**config.mk**
```make
export PLATFORM = sky130hd
export DESIGN_NAME = mem_port_arbiter
export DESIGN_NICKNAME = d
export VERILOG_FILES = /design/src/rtl/cpu_mem_pkg.sv /design/src/rtl/mem_port_arbiter.sv
export SDC_FILE = /design/constraint.sdc
export NUM_CORES = 1
export LEC_CHECK = 0
export CAP_MARGIN = 30
export CORE_MARGIN = 4
export CORE_UTILIZATION = 39
export CTS_CLUSTER_SIZE = 40
export DETAILED_ROUTE_END_ITERATION = 10
export GPL_TIMING_DRIVEN = 0
export PLACE_DENSITY_LB_ADDON = 0.12
export SLEW_MARGIN = 5
export SYNTH_ARGS = -nofsm -noshare
export SYNTH_HDL_FRONTEND = slang
export SYNTH_SLANG_ARGS = --single-unit
```
**constraint.sdc**
```tcl
create_clock -name clk -period 10.5 [get_ports clk]
set_clock_uncertainty 0.15 [all_clocks]
set_input_delay 2.1 -clock clk [delete_from_list [all_inputs] [get_ports clk]]
set_output_delay 2.1 -clock clk [all_outputs]
set_load 0.02 [all_outputs]
```
**src/rtl/cpu_mem_pkg.sv**
```systemverilog
// Shared definitions for the CPU memory-port arbiter: owner encoding,
// FSM states, default bus widths and latency counter sizing.
package cpu_mem_pkg;

  localparam int unsigned ADDR_W_DEF  = 32;
  localparam int unsigned DATA_W_DEF  = 32;
  localparam int unsigned MEM_LAT_MAX = 15;
  localparam int unsigned CNT_W       = 4;

  typedef enum logic [1:0] {
    OWN_NONE = 2'd0,
    OWN_IF   = 2'd1,
    OWN_D    = 2'd2
  } owner_t;

  typedef enum logic {
    ST_IDLE = 1'b0,
    ST_BUSY = 1'b1
  } state_t;

endpackage

```
**src/rtl/mem_port_arbiter.sv**
```systemverilog
// Shares one single-port memory between the instruction-fetch port and the
// load/store port. One access outstanding, fixed memory latency MEM_LAT.
// Optional round-robin conflict resolution when ARB_RR_EN is defined;
// otherwise data always wins over fetch.
module mem_port_arbiter
  import cpu_mem_pkg::*;
#(
  parameter int unsigned ADDR_W  = ADDR_W_DEF,
  parameter int unsigned DATA_W  = DATA_W_DEF,
  parameter int unsigned MEM_LAT = 1
) (
  input  logic                clk,
  input  logic                reset,
  input  logic                if_req,
  input  logic [ADDR_W-1:0]   if_addr,
  output logic                if_gnt,
  output logic                if_rvalid,
  output logic [DATA_W-1:0]   if_rdata,
  input  logic                d_req,
  input  logic                d_we,
  input  logic [ADDR_W-1:0]   d_addr,
  input  logic [DATA_W-1:0]   d_wdata,
  input  logic [DATA_W/8-1:0] d_wstrb,
  output logic                d_gnt,
  output logic                d_rvalid,
  output logic [DATA_W-1:0]   d_rdata,
  output logic                mem_en,
  output logic                mem_we,
  output logic [ADDR_W-1:0]   mem_addr,
  output logic [DATA_W-1:0]   mem_wdata,
  output logic [DATA_W/8-1:0] mem_wstrb,
  input  logic [DATA_W-1:0]   mem_rdata
);

  localparam int unsigned STRB_W = DATA_W / 8;

  // Reject latencies the 4-bit counter cannot represent
  if (MEM_LAT == 0 || MEM_LAT > MEM_LAT_MAX) begin : g_lat_check
    $error("mem_port_arbiter: MEM_LAT must be within 1..15");
  end

  state_t           state_q, state_d;
  logic [CNT_W-1:0] cnt_q;
  owner_t           owner_q;
  logic             we_q;

  logic last_c;
  logic slot_c;
  logic d_wins_c;
  logic grant_d_c;
  logic grant_if_c;
  logic grant_any_c;

`ifdef ARB_RR_EN
  logic last_if_q;

  // Remember who won the last contended grant; reset favours data first
  always_ff @(posedge clk or posedge reset) begin
    if (reset) begin
      last_if_q <= 1'b1;
    end else if (slot_c && if_req && d_req) begin
      last_if_q <= grant_if_c;
    end
  end
`endif

  // Arbitration: a grant slot opens in IDLE or on the final busy cycle
  always_comb begin
    last_c = (state_q == ST_BUSY) && (cnt_q == CNT_W'(1));
    slot_c = !reset && ((state_q == ST_IDLE) || last_c);
`ifdef ARB_RR_EN
    d_wins_c = d_req && (!if_req || last_if_q);
`else
    d_wins_c = d_req;
`endif
    grant_d_c   = slot_c && d_wins_c;
    grant_if_c  = slot_c && if_req && !d_wins_c;
    grant_any_c = grant_d_c || grant_if_c;
  end

  // FSM state register
  always_ff @(posedge clk or posedge reset) begin
    if (reset) begin
      state_q <= ST_IDLE;
    end else begin
      state_q <= state_d;
    end
  end

  // FSM next state: stay busy across a direct regrant
  always_comb begin
    state_d = state_q;
    case (state_q)
      ST_IDLE: if (grant_any_c) state_d = ST_BUSY;
      ST_BUSY: if (last_c)      state_d = grant_any_c ? ST_BUSY : ST_IDLE;
      default: state_d = ST_IDLE;
    endcase
  end

  // FSM outputs: grants and memory strobe driven from the winner, else 0
  always_comb begin
    if_gnt    = 1'b0;
    d_gnt     = 1'b0;
    mem_en    = 1'b0;
    mem_we    = 1'b0;
    mem_addr  = '0;
    mem_wdata = '0;
    mem_wstrb = '0;
    if (grant_d_c) begin
      d_gnt     = 1'b1;
      mem_en    = 1'b1;
      mem_we    = d_we;
      mem_addr  = d_addr;
      mem_wdata = d_we ? d_wdata : '0;
      mem_wstrb = d_we ? d_wstrb : STRB_W'(0);
    end else if (grant_if_c) begin
      if_gnt    = 1'b1;
      mem_en    = 1'b1;
      mem_addr  = if_addr;
    end
  end

  // Latency counter, owner tracking and read-data return to the owner
  always_ff @(posedge clk or posedge reset) begin
    if (reset) begin
      cnt_q     <= '0;
      owner_q   <= OWN_NONE;
      we_q      <= 1'b0;
      if_rvalid <= 1'b0;
      d_rvalid  <= 1'b0;
      if_rdata  <= '0;
      d_rdata   <= '0;
    end else begin
      if_rvalid <= 1'b0;
      d_rvalid  <= 1'b0;
      if (last_c) begin
        if (owner_q == OWN_IF) begin
          if_rvalid <= 1'b1;
          if_rdata  <= mem_rdata;
        end else if (owner_q == OWN_D) begin
          d_rvalid <= 1'b1;
          d_rdata  <= we_q ? '0 : mem_rdata;
        end
      end
      if (grant_any_c) begin
        cnt_q   <= CNT_W'(MEM_LAT);
        owner_q <= grant_d_c ? OWN_D : OWN_IF;
        we_q    <= grant_d_c && d_we;
      end else if (state_q == ST_BUSY) begin
        cnt_q <= cnt_q - CNT_W'(1);
        if (last_c) begin
          owner_q <= OWN_NONE;
          we_q    <= 1'b0;
        end
      end
    end
  end

`ifndef SYNTHESIS
  // Requesters must hold their request until granted
  a_if_hold: assert property (@(posedge clk) disable iff (reset)
    (if_req && !if_gnt) |=> if_req)
    else $error("if_req dropped before if_gnt");

  a_d_hold: assert property (@(posedge clk) disable iff (reset)
    (d_req && !d_gnt) |=> d_req)
    else $error("d_req dropped before d_gnt");

  a_one_gnt: assert property (@(posedge clk) !(if_gnt && d_gnt))
    else $error("if_gnt and d_gnt asserted together");
`endif

endmodule

```
==> flow_summary.json <==
{
  "holdBufCountCts": 0,
  "rsz0062_at_grt": "false",
  "outcome": "completed",
  "path_class": "primary input to output pin",
  "worst_slew_pin_slew_ns": 0.485,
  "ys_seq_area_share_pct": 45.8,
  "synth_area_leaders": "dfrtp_1 (46%), mux2_4 (22%), a22oi_1 (6.1%), and2_1 (5.7%), nor2b_1 (5.1%)",
  "synthesis.area_sq_um": 4040,
  "dpl_cell_area_sq_um": 6980,
  "hold_path.class": "register to register",
  "grt_max_degree": 49,
  "synthFlopType": "dfrtp_1",
  "area_growth_syn_to_layout_pct": 77.4,
  "p_leak_nw": 3.11,
  "dr.pass1.iters": 6,
  "synth_nets": 474,
  "drt_iter0_drc": 168,
  "drv_cap": 0,
  "max_freq_mhz": 147,
  "antenna_found_initial": 3,
  "maxSlewHeadroom_pct": 67.6,
  "vias": 3601,
  "wl_per_cell_um": 19.2,
  "cts.sinks": 74,
  "grt_pass1_vias": 3899,
  "start_util_pct": 40.6,
  "yosys-top-cells-count": "dfrtp_1 (74), mux2_4 (58), and2_1 (37)",
  "io_pins": 275,
  "finalSetupTns_ns": 0,
  "worstPathRequired_ns": 8.25,
  "fin_crit_ns": 6.81,
  "min_from": "d_rdata[4]",
  "syn_avg_cell_area_sq_um": 12.1,
  "crit_arrival_ns": 4.56,
  "async_flop_share_pct": 100,
  "core-area_sq_um": 9950,
  "portBuffers": 274,
  "grt_first_pass_wirelength_mm": 21.2,
  "crit_path_start_kind": "primary input",
  "synthesis.instances": 335,
  "crit_fanout": 29,
  "synth_top_area_share_pct": 45.8,
  "cts_resized": 0,
  "regToRegStartpoint": "cnt_q[1]",
  "finalNonFillerCells": 760,
  "cts_htree_levels": 3,
  "cts_tree": "built",
  "dieArea_sq_um": 12100,
  "synth.most_common_cell": "dfrtp_1",
  "wirelength_mm": 14.6,
  "critical_path.startpoint": "reset",
  "period_share_pct": 64.8,
  "avgViaCountPerCell": 4.74,
  "fin_util_pct": 72.0,
  "cts_post_setup_buffers_inserted": 0,
  "finalHoldViolCount": 0,
  "final_area_sq_um": 7170,
  "pwr_density_cell_nw_per_um2": 235,
  "routabilityCongestion": 0.807,
  "root_buffer": "clkbuf_8",
  "cts.clk_slew.worst_paths_ns": 0.08,
  "synth_area_leader_cell": "dfrtp_1",
  "cts.path.max_buffers": 2,
  "post-route-drc-count": 0,
  "max-vdd-ir-drop_mv": 0.112,
  "die_w_um": 110,
  "ys_ff_latch": 74,
  "fin_nets": 760,
  "rows": 36,
  "post-place-cells": 743,
  "synth_edf_count": 0,
  "power_mw": 1.69,
  "synth_cell_types": 31,
  "critPathCaptureType": "output pin",
  "final-setup-viol-count": 0,
  "overflow": 0,
  "die_h_um": 110,
  "hpwl_mm": 12.0,
  "drive_gt1_share_pct": 15.3,
  "cts_inserted_buffers": 9,
  "grtUsageTotal_pct": 23.5,
  "insertion_delay_ns": 0.34,
  "ant_nets": 0,
  "drv_slew": 0,
  "yosys_warnings": 0
}
[cells by family (layout without fill, tap and decap cells)]
logic type | after synthesis | after routing | synth area share (%)
buf+inv | 32 | 323 | 5.23
simple gates | 117 | 117 | 16.4
xor+xnor | 3 | 3 | 0.650
other cells | 0 | 1 | 0
flops | 74 | 74 | 45.8
mux | 64 | 64 | 23.2
compound gates | 43 | 43 | 8.08
fa+ha+maj | 2 | 2 | 0.619
[layout by cell type (no fill, tap or decap), types with 4 or more instances in the layout]
cell             synthesis  routed
inv_1                    6       5
a22oi_1                 33      33
mux2_4                  58      58
nor2b_1                 33      33
nor2_1                  36      36
buf_6                    5       5
dfrtp_1                 74      74
clkdlybuf4s50_1          0     274
clkbuf_1                14      14
and2_1                  37      37
mux2_2                   6       6
nand2_1                  4       4
clkbuf_8                 0      10
[path summary, 6_finish.rpt]
check,end,slack [ns],depth (start not counted)
worst max-delay path,mem_addr[7],3.69,6
worst min-delay path,d_rdata[4],0.36,1
worst max register to register,d_rdata[13],8.35,7
worst min register to register,d_rdata[4],0.36,1
max in group asynchronous,d_rdata[27],7.59,3
min in group asynchronous,if_rdata[11],2.07,2
[where the power goes]
part | switching, mW | internal (mW)
Clock | 0.114 | 0.0942
Combinational | 0.425 | 0.537
Sequential | 0.0892 | 0.428
Total | 0.629 | 1.06
[routing by layer]
metal  up-vias  global-route usage (%)  routed length (um)
met3        31                    9.16                1310
met2       152                    40.9                7460
met4         4                    8.46                 343
met5         -                       0                  33
li1       1717                       -                   -
met1      1697                    26.0                5430
[metrics by stage]
stage / worst slack (ns) / hold WS (ns)
floorplan: 3.54 / 0.350
global placement: 1.42 / 0.338
detailed placement: 3.70 / 0.346
CTS: 3.70 / 0.367
global route: 3.53 / 0.380
finish: 3.69 / 0.364
[final cells by class]
cell class / instances / area (sq um)
diodes: 1 / 2.50
plain buffers: 26 / 189
clock buffers: 10 / 138
clock inverters: 6 / 48.8
fillers: 715 / 2780
inverters: 6 / 25.0
multi-input cells: 229 / 1980
flip-flops and latches: 74 / 1850
well taps: 133 / 166
repair buffers: 275 / 2770
[sequential cells by signal, indices dropped and copies added (netlist names)]
| signal | flops |
|---|---|
| cnt_q | 4 |
| d_rvalid | 1 |
| if_rvalid | 1 |
| owner_q | 2 |
| state_q | 1 |
| we_q | 1 |
| if_rdata | 32 |
| d_rdata | 32 |
[critical path, cell delays in order]
cell and delay (ns):
clkdlybuf4s50_1 0.53, inv_4 0.35, o21ai_1 0.27, clkbuf_1 0.29, nor2_1 0.33, clkdlybuf4s50_1 0.69
No activity file was read; power rests on OpenSTA's default activity.
